### config.mk
export PLATFORM = sky130hd
export DESIGN_NAME = fn_sweep_ctrl
export DESIGN_NICKNAME = d
export VERILOG_FILES = /design/src/rtl/fn_sweep_ctrl_pkg.sv /design/src/rtl/fn_sweep_ctrl_settle_timer.sv /design/src/rtl/fn_sweep_ctrl.sv
export SDC_FILE = /design/constraint.sdc
export NUM_CORES = 1
export LEC_CHECK = 0
export BUFFER_PORTS_ARGS = -buffer_cell sky130_fd_sc_hd__buf_4
export CORE_AREA = 3 3 68 117
export CTS_CLUSTER_SIZE = 30
export DETAILED_ROUTE_END_ITERATION = 10
export DIE_AREA = 0 0 71 120
export SYNTH_ARGS = -nofsm -noshare
export SYNTH_HDL_FRONTEND = slang
export SYNTH_SLANG_ARGS = --single-unit
### constraint.sdc
create_clock -name clk -period 2.2 [get_ports clk]
set_input_delay 0.66 -clock clk [delete_from_list [all_inputs] [get_ports clk]]
set_output_delay 0.66 -clock clk [all_outputs]
set_load 0.03 [all_outputs]
### src/rtl/fn_sweep_ctrl_pkg.sv
// rtl/fn_sweep_ctrl_pkg.sv - shared types and constants for the function-block sweep sequencer
package fn_sweep_ctrl_pkg;

  typedef enum logic [1:0] {
    ST_IDLE   = 2'd0,
    ST_SETTLE = 2'd1,
    ST_SAMPLE = 2'd2,
    ST_DONE   = 2'd3
  } state_e;

  localparam int          NUM_VECTORS = 16;
  // F(A,B,C,D) = PI M(0,1,2,8,10,12,14); bit i holds F at {A,B,C,D} = i
  localparam logic [15:0] FN_EXPECTED = 16'hAAF8;

endpackage

### src/rtl/fn_sweep_ctrl_settle_timer.sv
// rtl/fn_sweep_ctrl_settle_timer.sv - per-vector settle counter, expires on its last settle cycle
module fn_sweep_ctrl_settle_timer #(
  parameter int SETTLE_CYCLES = 2
) (
  input  logic clk,
  input  logic rst_n,
  input  logic load,
  input  logic enable,
  output logic expired
);

  localparam logic [3:0] LAST = (SETTLE_CYCLES == 0) ? 4'd0 : 4'(SETTLE_CYCLES - 1);

  logic [3:0] cnt_q;
  logic [3:0] cnt_d;

  always_comb begin
    cnt_d = cnt_q;
    if (load) begin
      cnt_d = 4'd0;
    end else if (enable) begin
      cnt_d = cnt_q + 4'd1;
    end
  end

  always_ff @(posedge clk) begin
    if (!rst_n) begin
      cnt_q <= 4'd0;
    end else begin
      cnt_q <= cnt_d;
    end
  end

  // With no settle window the FSM never enters SETTLE, so the timer never expires
  assign expired = (SETTLE_CYCLES != 0) && (cnt_q == LAST);

endmodule

### src/rtl/fn_sweep_ctrl.sv
// rtl/fn_sweep_ctrl.sv - drives ABCD through all 16 vectors, captures F and checks it
// against the expected truth table, reporting pass, mismatch map and first failing index.
module fn_sweep_ctrl
  import fn_sweep_ctrl_pkg::*;
#(
  parameter int          SETTLE_CYCLES = 2,
  parameter logic [15:0] EXPECTED      = FN_EXPECTED
) (
  input  logic        clk,
  input  logic        rst_n,
  input  logic        start,
  input  logic        abort,
  output logic [3:0]  abcd,
  input  logic        f_in,
  output logic        busy,
  output logic        done,
  output logic [15:0] truth_table,
  output logic [15:0] mismatch_map,
  output logic        pass,
  output logic [3:0]  first_fail
);

  localparam state_e FIRST_ST = (SETTLE_CYCLES == 0) ? ST_SAMPLE : ST_SETTLE;

  state_e      state_q;
  logic [3:0]  vec_q;
  logic        busy_q;
  logic        done_q;
  logic [15:0] tt_q;
  logic [15:0] mm_q;
  logic        pass_q;
  logic [3:0]  ff_q;

  logic [15:0] tt_d;
  logic [15:0] mm_d;
  logic [3:0]  ff_d;
  logic        tmr_load;
  logic        tmr_en;
  logic        tmr_expired;

  assign tmr_load = (state_q == ST_IDLE) || (state_q == ST_SAMPLE);
  assign tmr_en   = (state_q == ST_SETTLE);

  fn_sweep_ctrl_settle_timer #(
    .SETTLE_CYCLES(SETTLE_CYCLES)
  ) u_settle_timer (
    .clk     (clk),
    .rst_n   (rst_n),
    .load    (tmr_load),
    .enable  (tmr_en),
    .expired (tmr_expired)
  );

  // Results are computed from the table including the sample taken this cycle,
  // so they are already valid in the DONE cycle.
  always_comb begin
    tt_d        = tt_q;
    tt_d[vec_q] = f_in;
    mm_d        = tt_d ^ EXPECTED;
    ff_d        = 4'd0;
    for (int i = NUM_VECTORS - 1; i >= 0; i--) begin
      if (mm_d[i]) begin
        ff_d = 4'(i);
      end
    end
  end

  always_ff @(posedge clk) begin
    if (!rst_n) begin
      state_q <= ST_IDLE;
      vec_q   <= 4'd0;
      busy_q  <= 1'b0;
      done_q  <= 1'b0;
      tt_q    <= 16'd0;
      mm_q    <= 16'd0;
      pass_q  <= 1'b0;
      ff_q    <= 4'd0;
    end else begin
      done_q <= 1'b0;
      case (state_q)
        ST_IDLE: begin
          if (start && !abort) begin
            state_q <= FIRST_ST;
            vec_q   <= 4'd0;
            busy_q  <= 1'b1;
            tt_q    <= 16'd0;
            mm_q    <= 16'd0;
            pass_q  <= 1'b0;
            ff_q    <= 4'd0;
          end
        end
        ST_SETTLE: begin
          if (abort) begin
            state_q <= ST_IDLE;
            vec_q   <= 4'd0;
            busy_q  <= 1'b0;
          end else if (tmr_expired) begin
            state_q <= ST_SAMPLE;
          end
        end
        ST_SAMPLE: begin
          if (abort) begin
            state_q <= ST_IDLE;
            vec_q   <= 4'd0;
            busy_q  <= 1'b0;
          end else begin
            tt_q <= tt_d;
            if (vec_q == 4'(NUM_VECTORS - 1)) begin
              state_q <= ST_DONE;
              done_q  <= 1'b1;
              mm_q    <= mm_d;
              pass_q  <= (mm_d == 16'd0);
              ff_q    <= ff_d;
            end else begin
              state_q <= FIRST_ST;
              vec_q   <= vec_q + 4'd1;
            end
          end
        end
        ST_DONE: begin
          state_q <= ST_IDLE;
          vec_q   <= 4'd0;
          busy_q  <= 1'b0;
        end
        default: begin
          state_q <= ST_IDLE;
        end
      endcase
    end
  end

  assign abcd         = vec_q;
  assign busy         = busy_q;
  assign done         = done_q;
  assign truth_table  = tt_q;
  assign mismatch_map = mm_q;
  assign pass         = pass_q;
  assign first_fail   = ff_q;

endmodule

==> summary.md, run 1 <==
| Metric | Value |
|---|---|
| Status | finished, final reports clean |
| Ratio of final minimum period to clock period | roughly 97% |
| Total core area | approximately 7200 sq um |
| Worst skew pair latency | a little under 300 ps |
| Worst r2r dst | first_fail[3] |
| Placed Instances | approximately 440 |
| Detailed Route WL | 7.62 mm |
| Mapped Area | around 2600 sq um |
| Post-synth cell types | 56 |
| MaxCap Viol Count | 0 |
| EDFF count, synth | 0 |
| CTS buffer count | 5 |
| Slew HR | between 60% and 70% |
| Peak supply drop | 0.000379 V |
| Power Dens Cells | about 560 nW/um^2 |
| Boundary pin count | 48 |
| Tot Pwr | approximately 1.9 mW |
| Post-route ant nets | 0 |
| NumNets Final | 378 |
| WP data required | between 2000 and 2500 ps |
| Post-synth ARST share | 0% |
| Vias per Instance | 5.39 |
| Most common flop cell mapped by yosys | dfxtp_1 |
| Setup crit end kind | register |
| Post-layout util | 46.4% |
| Final hold vios | 0 |
| Internal reg-to-reg setup slack | approximately 64 ps |
| RePlAce Congestion | between 0.8 and 0.9 |
| Finished Layout Cells | around 450 |
| Core Rows | a little over 40 |
| Grt ovf | 0 |
| Gr usage total | around a fifth |
| Setup crit start kind | register |
| P_leak | approximately 1.4 nW |
| Pre-CTS setup slack | about 73 ps |
| Via count | around 2400 |
| Clock Skew | about 4.3 ps |
| Largest net degree at the start of global routing | 35 |
| Die Wd | between 70 and 80 um |
| Clk pin slew, worst setup/hold paths | 70 ps |
| Syn nets | around 320 |
| Number of global-route vias before repair | 2400 |
| Most frequent cells in the layout | 72 x buf_4, 49 x nor2_1, 47 x dfxtp_1, 23 x nand2_1, 23 x a21oi_1 |
| YS warnings | 0 |
| Initial antenna violation count | 0 |
| CP Class | reg2reg |
| First-pass GRT wire length | roughly 12 mm |
| Hold slack | approximately 470 ps |
| Slew Limit Fails | 0 |
| Total clock sinks | 49 |
| Final setup viols | 0 |
| Commonest non-fill, non-tap cell in the layout | buf_4 |
| FF+latch count, synth | approximately 50 |
| Die Y | about 120 um |
| FMAX | 468 MHz |
| WHS Path Cells | 2 |
| Dpl cell area | ~3200 sq um |
| Hold path start | busy |
| CTS tree | done |
| Post-DP HPWL | around 5.8 mm |
| Setup bufs post-CTS | 0 |
| Hold EP | busy |
| Syn avg cell area | between 8 and 9 sq um |
| Antenna cell count | 0 |
| Slew @ Worst Pin | between 400 and 500 ps |
| Hold-fix buffers, CTS | 0 |
| Initial Util | a little over a third |
| First drt pass iteration count | 4 |
| PortBufs | 47 |
| H-tree depth | 2 |
| Reg2Reg Depth | 7 |
| CTS root buf | clkbuf_16 |
| Fin crit period | 2140 ps |
| Post-CTS Resized | 0 |
| DR iter-0 viols | around 120 |
| Sequential-to-total area share from yosys stat | a little under two fifths |
| Die area | between 8000 and 9000 sq um |
| Critical path peak fanout | 6 |
| Share of cells above drive strength 1 | ~28% |
| Final setup TNS | 0 ps |
| Setup ws final | 63.9 ps |
| CTS Buffer Depth | 2 |
| Mapped Cells | approximately 300 |
| Crit path DAT | approximately 2400 ps |
| Area grow syn2layout | 28.2% |
| Final instance area | between 3000 and 4000 sq um |
| Hold Path Class | reg2reg |
| Unrepaired setup endpoints after global routing | no |
| Worst R2R Start | abcd[0] |
| DRC viols | 0 |
| Drt wl/cell | around 17 um |
where the power goes:
group	total [mW]	internal, mW	switching (mW)
combinational	0.206	0.0759	0.130
clock	0.762	0.424	0.338
sequential	0.903	0.897	0.00651
cell usage after synthesis, types with 3 or more instances:
cell type   n  share of area, %
a211oi_1    3              0.87
a21oi_1    23               4.4
a22oi_1    11               3.2
and3_1      3              0.72
buf_2       3              0.58
clkbuf_1   11               1.6
dfxtp_1    49                38
ha_1        9               4.3
inv_1       7               1.0
mux2_2      7               3.0
mux2i_1    17               6.6
nand2_1    23               3.3
nand2b_1    4              0.96
nand3_1     7               1.3
nand3b_1    8               2.3
nand4_1     3              0.72
nand4bb_1   3               1.3
nor2_1     49               7.1
nor2b_1     5               1.2
nor3_1      4              0.77
nor3b_1     3              0.87
o211ai_1    4               1.2
o21a_1      3              0.87
o21ai_0     6               1.2
flip-flops by register name, indices dropped and copies added, names as in the netlist:
name,cells
state_q,2
u_settle_timer.cnt_q,4
done,1
first_fail,4
busy,1
pass,1
truth_table,16
mismatch_map,16
abcd,4
worst max-delay path: stages, from the launching register on:
cell,delay [ps]
dfxtp_2,350
inv_1,100
ha_1,270
nor3b_1,270
mux2_2,400
nor4_4,360
o211ai_1,150
a21oi_1,160
final cells by class:
cell class	count	area (sq um)
clock inverter	2	13.8
inverter	8	30.0
sequential	49	983
fill	761	3850
multi-input combinational	228	1530
clock buffer	6	129
timing repair buffer	72	541
tap	86	108
worst max-delay path by stage:
stage,startpoint,to,slack [ps],depth (start not counted)
final,abcd[0],first_fail[3],60,7
after global routing,abcd[0],first_fail[3],1,7
after CTS,abcd[0],first_fail[3],20,7
after detailed placement,f_in,first_fail[2],70,7
after global placement,abcd[0],first_fail[3],90,7
after floorplan,abcd[0],pass,80,7
per-layer routing:
metal | vias to the layer above | track usage, % | part of all wire, %
li1 | 1196 | - | -
met1 | 1156 | 20.4 | 39
met4 | 0 | 9.76 | 4.3
met5 | - | 0 | 0
met3 | 21 | 3.44 | 4.2
met2 | 59 | 33.5 | 53
cell families (layout without fill, tap and decap cells):
group	count (synthesis)	in the layout	share of synthesized area (%)
compound gates	62	62	15.6
xor+xnor	3	3	1.01
fa+ha+maj	9	9	4.34
buf+inv	26	88	4.53
flops	49	49	37.8
mux	27	27	11.1
simple gates	127	127	25.6
(Power assumes the default switching activity.)
==> inputs of run 2 (changes only) <==
Settings changed: ABC_AREA from default to 1, CORE_AREA 3 3 68 117 to 3 3 66 114, DIE_AREA 0 0 71 120 to 0 0 69 117.
==> run 2 against run 1 <==
  * Die area decreased by 5.2%
  * Largest power group unchanged
  * First-iteration DRC count decreased by 25%
  * Maximum frequency grew 7.7%
  * Worst setup slack better by 150 ps
  * Sequential power grew 9.6%
  * Critical path type unchanged
==> summary.md, run 2 <==
| Metric | Value |
|---|---|
| Status | finished, final reports clean |
| Post-synth cell types | 32 (-43%) |
| Post-route ant nets | 0 (unchanged) |
| First-pass GRT wire length | 10.7 mm (-14%) |
| Tot Pwr | 2.24 mW (+20%) |
| Critical path peak fanout | 6 (unchanged) |
| Setup crit start kind | register |
| Power Dens Cells | 722 nW/um^2 (+28%) |
| EDFF count, synth | 0 (unchanged) |
| Clock share of power | 32.6% (-8.1 points) |
| Met1 Track Usage GR | 16.6% (-3.8 points) |
| Internal reg-to-reg setup slack | 220 ps (+150 ps) |
| Busiest grt layer | met2 |
| WP buf/inv | 2 (+1) |
| Sequential power share | 44.1% (-4.2 points) |
| Slew HR | 76.1% (+7.2 points) |
| Die Y | 117 um (-2.5%) |
| Synth top area share | 40.0% (+2.3 points) |
| Initial antenna violation count | 0 (unchanged) |
| Antenna cell count | 0 (unchanged) |
| Mapped Cells | 358 (+18%) |
| Most numerous cell in the Yosys netlist | nand2_1 |
| Clk pin slew, worst setup/hold paths | 60 ps (about the same) |
| Worst skew pair latency | 290 ps (about the same) |
| Area grow syn2layout | 26.9% |
| Setup bufs post-CTS | 0 (unchanged) |
| CP cell instances | inv_1 > ha_2 > inv_1 > nor2_2 > nand2_1 > o21ai_2 > nand2_1 > nand2_1 > nand2_1 > nand2_1 > nand2_1 > nand2_1 > nand2_1 > nand2_1 > nand2_1 > nand2_1 > nand2_1 > nand2_1 > nand2_1 > nand2_1 > a21oi_2 |
| Post-DP HPWL | 4.92 mm (-15%) |
| CP peak stage delay | 370 ps (-30 ps) |
| RePlAce Congestion | 0.857 (-2.9%) |
| Final setup TNS | 0 ps (unchanged) |
| Syn nets | 372 (+17%) |
| Gr usage total | 16.5% (-2.2 points) |
| Register Area | 988 sq um (+0.51%) |
| Boundary pin count | 48 (unchanged) |
| Slew @ Worst Pin | 358 ps (-95.3 ps) |
| Most common flop cell mapped by yosys | dfxtp_1 |
| Post-synth ARST share | 0% (unchanged) |
| Vias per Instance | 4.90 (-9.1%) |
| P_leak | 1.27 nW (-8.1%) |
| Initial Util | 36.9% (+0.77 points) |
| Area of the multi-input gates | 1260 sq um (-17%) |
| P_int | 1.53 mW (+9.9%) |
| Hold slack | 461 ps (-8.22 ps) |
| Via count | 2421 (-0.45%) |
| WP data required | 2370 ps (-50 ps) |
| Final hold vios | 0 (unchanged) |
| Synth Area in XOR/XNOR | 0.358% (-0.65 points) |
| CTS Buffer Depth | 2 (unchanged) |
| Die area | 8070 sq um (-5.2%) |
| DRC viols | 0 (unchanged) |
| Peak supply drop | 0.000531 V (+40%) |
| Hold-fix buffers, CTS | 0 (unchanged) |
| Setup crit end kind | register |
| Mapped Area | 2450 sq um (-5.6%) |
| Multiplexer share of the synthesized area | 0% (-11 points) |
| Drt wl/cell | 12.7 um (-25%) |
| Post-synthesis adder-cell area fraction | 4.60% (+0.26 points) |
| Hold Path Class | reg2reg |
| Most Frequent Cell on Critical Path | nand2_1 |
| Largest family of logic cells by synthesized area | simple AND/OR/NAND/NOR gates |
| PortBufs | 47 (unchanged) |
| Slew Limit Fails | 0 (unchanged) |
| Post-CTS Resized | 0 (unchanged) |
| CTS root buf | clkbuf_16 |
| Ratio of final minimum period to clock period | 90.2% (-6.9 points) |
| Cell taking the most area after synthesis | dfxtp_1 |
| CTS buffer count | 5 (unchanged) |
| Most frequent cells in the layout | 105 x nand2_1, 59 x buf_4, 47 x dfxtp_1, 46 x a21oi_1, 35 x inv_1 |
| GR Util met2 | 31.8% (-1.7 points) |
| CP Class | reg2reg |
| H-tree depth | 2 (unchanged) |
| Number of global-route vias before repair | 2369 (-1.3%) |
| Synth Area in Compound Gates | 19.2% (+3.6 points) |
| Sw power | 0.710 mW (+49%) |
| First drt pass iteration count | 5 (+1) |
| Crit-path leading delay family | simple AND/OR/NAND/NOR gates |
| Combinational share of power | 23.3% (+12 points) |
| Grt ovf | 0 (unchanged) |
| Die Wd | 69 um (-2.8%) |
| Total clock sinks | 49 (unchanged) |
| Share of cells above drive strength 1 | 23.1% (-4.6 points) |
| Crit path DAT | 2150 ps (-210 ps) |
| CP max stage cell | dfxtp_4 |
| NumNets Final | 425 (+12%) |
| Sequential-to-total area share from yosys stat | 40.0% (+2.3 points) |
| Largest net degree at the start of global routing | 30 (-14%) |
| Switching Fraction | 31.6% (+6.3 points) |
| CTS tree | done |
| Top cells by area, synth | dfxtp_1 40%, nand2_1 16%, a21oi_1 9.4% |
| Detailed Route WL | 6.30 mm (-17%) |
| Fin crit period | 1980 ps (-152 ps) |
| Syn avg cell area | 6.84 sq um (-20%) |
| Final setup viols | 0 (unchanged) |
| Synth top cells by count | 105 x nand2_1, 49 x dfxtp_1, 46 x a21oi_1 |
| Fillers | 733 (-3.7%) |
| Commonest non-fill, non-tap cell in the layout | nand2_1 |
| Clock Skew | 3.68 ps (-0.646 ps) |
| Simple-gate share of the synthesized area | 26.1% (+0.46 points) |
| Total core area | 6640 sq um (-7.6%) |
| FMAX | 504 MHz (+7.7%) |
| DR iter-0 viols | 93 (-25%) |
| Core Rows | 39 (-4.9%) |
| MaxCap Viol Count | 0 (unchanged) |
| Met3 usage | 3.50% (+0.068 points) |
| YS warnings | 0 (unchanged) |
| FF+latch count, synth | 49 (unchanged) |
run 2: cell count changes in the layout (fill, tap and decap cells not counted), moves of 5 or more:
cell / delta
nand3_1: +11
mux2i_1: -17
mux2_2: -7
a21oi_1: +23
buf_4: -13
nor2b_1: -5
inv_2: +8
nand2_1: +82
inv_1: +28
a22oi_1: -11
nor2_1: -31
nand3b_1: -8
o21ai_0: +13
o21ai_1: +6
run 2: per-stage QoR:
step           worst slack (ps)  cells  area [sq um]  utilization, %
5_1_grt                   -3.57    494          3110            46.8
3_5_place_dp               98.5    486          2930            44.1
4_1_cts                    81.7    494          3060            46.2
2_1_floorplan              94.4    358          2450               -
6_report                    216    494          3110            46.8
3_3_place_gp                101    486          2930            44.1
run 2: power groups by stage:
stage	logic [mW]	clock network (mW)	registers, mW
after floorplan	0.251	0	1.11
after global placement	0.520	0	1.01
after detailed placement	0.528	0	1.01
after CTS	0.530	0.753	0.993
after global routing	0.584	0.789	0.999
final	0.522	0.732	0.990
run 2: kinds of logic (layout without fill, tap and decap cells):
logic type | Yosys count | in the layout
flops | 49 | 49
fa+ha+maj | 9 | 9
compound gates | 86 | 86
buf+inv | 58 | 112
xor+xnor | 1 | 1
simple gates | 155 | 155
run 2: tightest hold or removal path: cells and delay by family, from the launching register on:
kind             cells  cell delay [ps]
AO/OA/AOI/OAI        1               50
flip-flops           1              310
AND/OR/NAND/NOR      1               60
run 2: worst paths after layout:
kind	from	endpoint	depth (start not counted)
worst min-delay path	mismatch_map[7]	mismatch_map[7]	2
worst min register to register	mismatch_map[7]	mismatch_map[7]	2
worst max-delay path	abcd[1]	first_fail[0]	21
worst max register to register	abcd[1]	first_fail[0]	21
run 2: layout make-up:
type                       instances  share of cell area [%]
clock inverter                     2                   0.322
timing repair buffer              59                    14.3
tap                               82                    3.30
sequential                        49                    31.8
multi-input combinational        251                    40.6
inverter                          45                    5.56
clock buffer                       6                    4.15
run 2: metal layers:
metal / up-vias / part of all wire (%) / wire length, um
li1: 1256 / - / -
met1: 1105 / 39 / 2470
met2: 46 / 53 / 3350
met3: 14 / 4.4 / 279
met4: 0 / 3.2 / 202
met5: - / 0 / 0
